==> src/rtl/spi_slave_datapath.sv <==
`default_nettype none
// ============================================================================
// Module   : spi_slave_datapath
// Brief    : Oversampled SPI slave, all cpol/cpha modes, LSB-first, with a
//            one-entry transmit holding buffer and a pulsed receive word.
// Revision : 1.0 - initial release
// ============================================================================
module spi_slave_datapath #(
    parameter int SPI_MAX_WIDTH_LOG = 4
) (
    input  logic                                clk,
    input  logic                                rst_n,
    input  logic                                cpol,
    input  logic                                cpha,
    input  logic                                sck,
    input  logic                                cs_n,
    input  logic                                mosi,
    output logic                                miso,
    output logic                                miso_oe,
    input  logic [2**SPI_MAX_WIDTH_LOG-1:0]     tx_data,
    input  logic                                tx_valid,
    output logic                                tx_ready,
    output logic [2**SPI_MAX_WIDTH_LOG-1:0]     rx_data,
    output logic                                rx_valid,
    output logic                                tx_underrun,
    output logic                                busy
);

    localparam int                           c_width = 2**SPI_MAX_WIDTH_LOG;
    localparam logic [SPI_MAX_WIDTH_LOG-1:0] c_last  = '1;

    typedef enum logic [0:0] {
        ST_IDLE = 1'b0,
        ST_XFER = 1'b1
    } state_t;

    state_t                         r_state;
    state_t                         w_state_next;

    logic [2:0]                     r_sck_sync;
    logic [2:0]                     r_cs_sync;
    logic [1:0]                     r_mosi_sync;
    logic [c_width-1:0]             r_buf;
    logic                           r_buf_full;
    logic [c_width-1:0]             r_tx_shift;
    logic [c_width-1:0]             r_rx_shift;
    logic [c_width-1:0]             r_rx_data;
    logic [SPI_MAX_WIDTH_LOG-1:0]   r_bit_cnt;
    logic                           r_first;
    logic                           r_rx_valid;
    logic                           r_tx_underrun;

    logic                           w_lead;
    logic                           w_trail;
    logic                           w_sample;
    logic                           w_shift;
    logic                           w_cs_fall;
    logic                           w_cs_rise;
    logic                           w_start;
    logic                           w_active;
    logic                           w_wrap;
    logic                           w_load;
    logic                           w_push;
    logic [c_width-1:0]             w_rx_next;

    // cs_n synchronizer resets low so a chip select already asserted at reset
    // release never looks like a falling edge.
    always_ff @(posedge clk or negedge rst_n) begin
        if (!rst_n) begin
            r_sck_sync  <= '0;
            r_cs_sync   <= '0;
            r_mosi_sync <= '0;
        end else begin
            r_sck_sync  <= {r_sck_sync[1:0], sck};
            r_cs_sync   <= {r_cs_sync[1:0], cs_n};
            r_mosi_sync <= {r_mosi_sync[0], mosi};
        end
    end

    assign w_lead    = (r_sck_sync[1] != cpol) && (r_sck_sync[2] == cpol);
    assign w_trail   = (r_sck_sync[1] == cpol) && (r_sck_sync[2] != cpol);
    assign w_sample  = cpha ? w_trail : w_lead;
    assign w_shift   = cpha ? w_lead  : w_trail;
    assign w_cs_fall = !r_cs_sync[1] &&  r_cs_sync[2];
    assign w_cs_rise =  r_cs_sync[1] && !r_cs_sync[2];

    // A cs_n rise takes priority over a coincident sample edge.
    assign w_start   = (r_state == ST_IDLE) && w_cs_fall;
    assign w_active  = (r_state == ST_XFER) && !w_cs_rise;
    assign w_wrap    = w_active && w_sample && (r_bit_cnt == c_last);
    assign w_load    = w_start || w_wrap;
    assign w_push    = tx_valid && !r_buf_full;
    assign w_rx_next = {r_mosi_sync[1], r_rx_shift[c_width-1:1]};

    always_ff @(posedge clk or negedge rst_n) begin
        if (!rst_n) begin
            r_state <= ST_IDLE;
        end else begin
            r_state <= w_state_next;
        end
    end

    always_comb begin
        w_state_next = r_state;
        unique case (r_state)
            ST_IDLE: if (w_cs_fall) w_state_next = ST_XFER;
            ST_XFER: if (w_cs_rise) w_state_next = ST_IDLE;
            default: w_state_next = ST_IDLE;
        endcase
    end

    always_ff @(posedge clk or negedge rst_n) begin
        if (!rst_n) begin
            r_buf         <= '0;
            r_buf_full    <= 1'b0;
            r_tx_shift    <= '0;
            r_rx_shift    <= '0;
            r_rx_data     <= '0;
            r_bit_cnt     <= '0;
            r_first       <= 1'b0;
            r_rx_valid    <= 1'b0;
            r_tx_underrun <= 1'b0;
        end else begin
            r_rx_valid    <= 1'b0;
            r_tx_underrun <= w_load && !r_buf_full;

            // No bypass: a word accepted on a load cycle waits for the next load.
            if (w_push) begin
                r_buf <= tx_data;
            end
            if (w_load && r_buf_full) begin
                r_buf_full <= 1'b0;
            end else if (w_push) begin
                r_buf_full <= 1'b1;
            end

            if (w_load) begin
                r_tx_shift <= r_buf_full ? r_buf : '0;
            end else if (w_active && w_shift && !(cpha && r_first)) begin
                r_tx_shift <= r_tx_shift >> 1;
            end

            if (w_start) begin
                r_bit_cnt <= '0;
                r_first   <= 1'b1;
            end else if ((r_state == ST_XFER) && w_cs_rise) begin
                r_bit_cnt <= '0;
            end else if (w_active && w_sample) begin
                r_rx_shift <= w_rx_next;
                if (r_bit_cnt == c_last) begin
                    r_rx_data  <= w_rx_next;
                    r_rx_valid <= 1'b1;
                    r_bit_cnt  <= '0;
                    r_first    <= 1'b1;
                end else begin
                    r_bit_cnt  <= r_bit_cnt + 1'b1;
                    r_first    <= 1'b0;
                end
            end
        end
    end

    assign miso        = (r_state == ST_XFER) ? r_tx_shift[0] : 1'b0;
    assign miso_oe     = (r_state == ST_XFER);
    assign busy        = (r_state == ST_XFER);
    assign tx_ready    = !r_buf_full;
    assign rx_data     = r_rx_data;
    assign rx_valid    = r_rx_valid;
    assign tx_underrun = r_tx_underrun;

endmodule
`default_nettype wire
==> config.mk <==
export PLATFORM = sky130hd
export DESIGN_NAME = spi_slave_datapath
export DESIGN_NICKNAME = d
export VERILOG_FILES = /design/src/rtl/spi_slave_datapath.sv
export SDC_FILE = /design/constraint.sdc
export NUM_CORES = 1
export LEC_CHECK = 0
export BUFFER_PORTS_ARGS = -buffer_cell sky130_fd_sc_hd__buf_2
export CORE_ASPECT_RATIO = 0.5
export CORE_UTILIZATION = 47
export CTS_BUF_LIST = sky130_fd_sc_hd__clkbuf_4 sky130_fd_sc_hd__clkbuf_8
export DETAILED_ROUTE_END_ITERATION = 8
export PLACE_DENSITY = 0.73
export SYNTH_ARGS = -nofsm -noshare
export SYNTH_HDL_FRONTEND = slang
export SYNTH_SLANG_ARGS = --single-unit
==> constraint.sdc <==
create_clock -name clk -period 5.2 [get_ports clk]
set_input_delay 0.52 -clock clk [delete_from_list [all_inputs] [get_ports clk]]
set_output_delay 0.52 -clock clk [all_outputs]
set_load 0.02 [all_outputs]
Word level (Yosys, flattened, before mapping) --
Index checks and enable logic that the tools add are counted.
Storage, ports and cells: bits in registers 81, output and inout port bits 22
Cells by class: $add $sub $neg 1, equal/unequal tests 6, mux-type cells 22, reductions and logical operators 28, bitwise logic cells 3
Operators with widths (count):
- $mux 16 | 3
- $mux 4 | 4
- $logic_and 1x1->1 | 15
- $mux 1 | 14
- $reduce_bool 2->1 | 3
- $logic_not 1->1 | 5
- $add 4x1->4 const B | 1
- $eq 4x4->1 const B | 1
- $reduce_and 4->1 | 1
- $not 1->1 | 3
- $reduce_and 3->1 | 1
- $reduce_bool 3->1 | 1
- $eq 1x1->1 | 2
- $ne 1x1->1 | 2
- $ne 2x2->1 const B | 1
- $pmux 1 s2 | 1
- $reduce_and 2->1 | 1
- $logic_or 1x1->1 | 1

Logic depth before layout (Yosys ltp) --
word-level depth 9, gate-level depth with buffers 7, gate-level depth less buffers 5

Least setup slack after synthesis --
No wires, ideal clock.
path kind input -> register, start input port cpol, end register r_tx_shift[10], path slack 3065 ps, stages on the path 7, arrival time 2009 ps, data required time 5074 ps, path through xnor2_1 -> mux2_4 -> and3_4 -> buf_6 -> o21a_4 -> buf_6 -> a221o_1
On the way: cells in the longest elaborated chain, start to end 7, elaborated cells on any way between the ends 15, classes of those cells 4 x eq/ne; 3 x mux; 8 x reduce/logical
RTL lines:
- start: declaration | RTL line 13 | input logic cpol,
- $ne 1x1->1, or another cell as far along | RTL line 80 | assign w_lead = (r_sck_sync[1] != cpol) && (r_sck_sync[2] == cpol);
- $logic_and 1x1->1 (on tied branches) | RTL line 80, 81
- $mux 1 | RTL line 82 | assign w_sample = cpha ? w_trail : w_lead;
- $logic_and 1x1->1 (2 in series) | RTL line 90 | assign w_wrap = w_active && w_sample && (r_bit_cnt == c_last);
- $logic_or 1x1->1 | RTL line 91 | assign w_load = w_start || w_wrap;
- $mux 16 / $reduce_bool 2->1 (equally long branches)
- end signal: assignment | RTL line 138 | r_tx_shift <= r_buf_full ? r_buf : '0;
- end signal: assignment | RTL line 140 | r_tx_shift <= r_tx_shift >> 1;
- end: declaration | RTL line 45 | logic [c_width-1:0] r_tx_shift;
Several ways; a longest one is shown, not always the timed one. A chain may end at the register's enable or synchronous reset.

Final worst setup path --
start register r_state (netlist: busy), end register r_tx_shift[8]
On the way: cells in the longest elaborated chain, start to end 5, elaborated cells on any way between the ends 10, classes of those cells 1 x mux; 1 x bitwise; 8 x reduce/logical
RTL lines:
- start: declaration | RTL line 37 | state_t r_state;
- start signal: assignment | RTL line 99 | r_state <= w_state_next;
- $logic_and 1x1->1 | RTL line 89 | assign w_active = (r_state == ST_XFER) && !w_cs_rise;
- $logic_and 1x1->1 (2 in series) | RTL line 90
- $logic_or 1x1->1 | RTL line 91
- $mux 16 / $reduce_bool 2->1 (equally long branches)
Several ways; a longest one is shown, not always the timed one.

==> flow_metrics.env <==
export IMPL_synthDistinctLibCells=36
export IMPL_fp_dieH_um=60.0
export IMPL_hold_start="cs_n"
export IMPL_wirelength_mm=5.21
export IMPL_wl_per_cell_um=14.6
export IMPL_final_common_cell="dfrtp_1"
export IMPL_drt_iter0_drc=82
export IMPL_antenna_found_initial=0
export IMPL_root_buffer="clkbuf_8"
export IMPL_via_per_inst=5.31
export IMPL_critPathKind="register to register"
export IMPL_numCtsBuffers=9
export IMPL_reg2reg_depth=5
export IMPL_drive_gt1_share_pct=38.9
export IMPL_grt_use_met1_pct=20.0
export IMPL_gr_usage_met3_pct=5.06
export IMPL_holdPathStages=1
export IMPL_utilization_pct=58.1
export IMPL_synth_nets=243
export IMPL_synth_seq_cells=80
export IMPL_grt_max_degree=81
export IMPL_io_pins=46
export IMPL_postCtsResizedCells=0
export IMPL_nNetsFinal=291
export IMPL_vias=1900
export IMPL_whs_ns=0.274
export IMPL_clock_latency_ns=0.35
export IMPL_status="finished clean"
export IMPL_gp_congestion=0.719
export IMPL_peakVddDrop_mv=0.173
export IMPL_die_area_sq_um=7080
export IMPL_drt_pass1_iter_count=4
export IMPL_die_w_um=118
export IMPL_cts_setup_buffers=0
export IMPL_drt_drc_violations_left=0
export IMPL_cp_arrival_ns=2.19
export IMPL_worst_setup_path_start_kind="register"
export IMPL_period_needed_ns=1.96
export IMPL_clk_pin_slew_ns=0.07
export IMPL_syn_area_sq_um=3160
export IMPL_grtUsageMet2_pct=30.7
export IMPL_start_util_pct=50.4
export IMPL_grt_most_used_layer="met2"
export IMPL_port_buffers=45
export IMPL_coreArea_sq_um=6280
export IMPL_r2r_start="busy$_DFF_PN0_"
export IMPL_fin_tns_setup_ns=0
export IMPL_synth_edff_count=0
export IMPL_maxCapViolCount=0
export IMPL_cts_sinks=80
export IMPL_cp_max_fo=20
export IMPL_hpwl_mm=3.36
export IMPL_cts_buffer_depth=2
export IMPL_maxSlewViolCount=0
export IMPL_rsz0062_at_grt="no"
export IMPL_syn_inst=218
export IMPL_cts_hold_buffers=0
export IMPL_diodes=0
export IMPL_synthArstFlopShare_pct=100
export IMPL_endpoint_kind="register"
export IMPL_p_sw_w=0.000439
export IMPL_power_density_nw_per_um2=451
export IMPL_r2r_end="r_tx_shift[8]$_DFFE_PN0P_"
export IMPL_final_cell_mix="dfrtp_1, buf_2, mux2_2"
export IMPL_swShare_pct=26.7
export IMPL_pre_cts_slack_ns=2.89
export IMPL_postRouteAntennaNets=0
export IMPL_finalHoldViolations=0
export IMPL_fin_crit_sh_pct=37.6
export IMPL_yosys_most_used_dff="dfrtp_1"
export IMPL_clock_skew_ns=0.00514
export IMPL_finalSetupViolCount=0
export IMPL_avgSynthCellArea_sq_um=14.5
export IMPL_htree_levels=3
export IMPL_overflow=0
export IMPL_worst_r2r_setup_slack_ns=3.24
export IMPL_leakagePower_nw=1.88
export IMPL_rows=20
export IMPL_tightest_slew_ns=0.964
export IMPL_maxClockFrequency_mhz=511
export IMPL_hold_path_class="input port to register"
export IMPL_stdcell_area_sq_um=3650
export IMPL_cts_tree="done"
export IMPL_place_area_sq_um=3460
export IMPL_area_growth_syn_to_layout_pct=15.4
export IMPL_internal_power_w=0.00121
export IMPL_seqPwrFrac_pct=53.9
export IMPL_cp_required_ns=5.43
export IMPL_comb_power_share_pct=19.3
export IMPL_setup_ws_ns=3.24
export IMPL_grt_pass1_wl_mm=9.30
export IMPL_min_to="r_cs_sync[0]$_DFF_PN0_"
export IMPL_clock_power_share_pct=26.8
export IMPL_synth_seq_area_share_pct=63.3
export IMPL_grt_pass1_vias=1980
export IMPL_slew_headroom_pct=35.7
export IMPL_ys_warn_count=0
export IMPL_grt_usage_pct=17.5
## sequential cells by signal (all words and copies together) (netlist names)
register and count:
rx_valid 1, r_tx_shift 16, r_buf_full 1, r_rx_shift 15, r_first 1, r_sck_sync 3
r_bit_cnt 4, r_mosi_sync 2, busy 1, r_cs_sync 3, r_buf 16, tx_underrun 1
rx_data 16
## how the worst max path moves through the flow
stage	start	endpoint	slack, ns	cells past startpoint
4_1_cts	cpol	r_rx_shift[12]$_DFFE_PN0P_	3.25	5
3_3_place_gp	cpol	r_tx_shift[7]$_DFFE_PN0P_	2.96	6
2_1_floorplan	cpol	r_tx_shift[10]$_DFFE_PN0P_	3.06	7
6_report	busy$_DFF_PN0_	r_tx_shift[8]$_DFFE_PN0P_	3.24	5
5_1_grt	busy$_DFF_PN0_	r_tx_shift[8]$_DFFE_PN0P_	3.13	5
3_5_place_dp	cpol	r_rx_shift[9]$_DFFE_PN0P_	2.89	5
## kinds of logic (layout without fill, tap and decap cells)
family	Yosys count	after routing	synth area share (%)
flip-flops	80	80	63.3
multiplexers	53	53	18.8
AND/OR/NAND/NOR	43	43	7.59
AO/OA/AOI/OAI	26	26	7.35
buffers and inverters	14	66	2.33
adder cells (fa/ha/maj)	1	1	0.395
XOR/XNOR	1	1	0.277
## power groups by stage
| stage | sequential (W) | clock (W) | combinational [W] |
|---|---|---|---|
| global placement | 0.000893 | 0 | 0.000303 |
| global route | 0.000912 | 0.000481 | 0.000355 |
| detailed placement | 0.000898 | 0 | 0.000318 |
| floorplan | 0.000867 | 0 | 0.000253 |
| finish | 0.000887 | 0.000441 | 0.000318 |
| CTS | 0.000889 | 0.000459 | 0.000323 |
## cell type report
type	instances	area [sq um]
Fill cell	518	2630
Sequential cell	80	2000
Multi-Input combinational cell	124	1090
Timing Repair Buffer	48	250
Clock buffer	11	145
Tap cell	88	110
Clock inverter	4	45.0
Inverter	3	11.3
## Yosys cell counts (2+ instances only)
| cell | count | area, sq um |
|---|---|---|
| dfrtp_1 | 80 | 2000 |
| mux2_2 | 39 | 439 |
| nand2b_1 | 3 | 18.8 |
| buf_2 | 2 | 10.0 |
| and2_1 | 2 | 12.5 |
| o21ai_0 | 2 | 10.0 |
| mux2i_1 | 5 | 50.1 |
| nand2_1 | 9 | 33.8 |
| nor2b_1 | 4 | 25.0 |
| buf_6 | 2 | 22.5 |
| and3_1 | 15 | 93.8 |
| a221o_1 | 14 | 140 |
| nand3_1 | 2 | 10.0 |
| mux2_1 | 8 | 90.1 |
| inv_1 | 3 | 11.3 |
| clkbuf_1 | 5 | 18.8 |
| nor2_1 | 4 | 15.0 |
## critical path, cell delays in order, from the launching register on
cell	delay, ns
dfrtp_1	0.43
nor3b_1	0.62
a31oi_1	0.09
buf_4	0.24
and3_1	0.18
a221o_1	0.26
## stage by stage
step | instances | power (W)
after CTS | 358 | 0.00167
after floorplan | 218 | 0.00112
final | 358 | 0.00165
after detailed placement | 343 | 0.00122
after global placement | 343 | 0.00120
after global routing | 358 | 0.00175
## metal layers
layer	part of all wire [%]	vias to the layer above	routed length, um
li1	-	887	-
met1	45	973	2350
met2	50	31	2590
met5	0	-	0
met3	3.5	9	181
met4	1.7	0	91
Note: power is estimated with default switching activity, not from simulation.
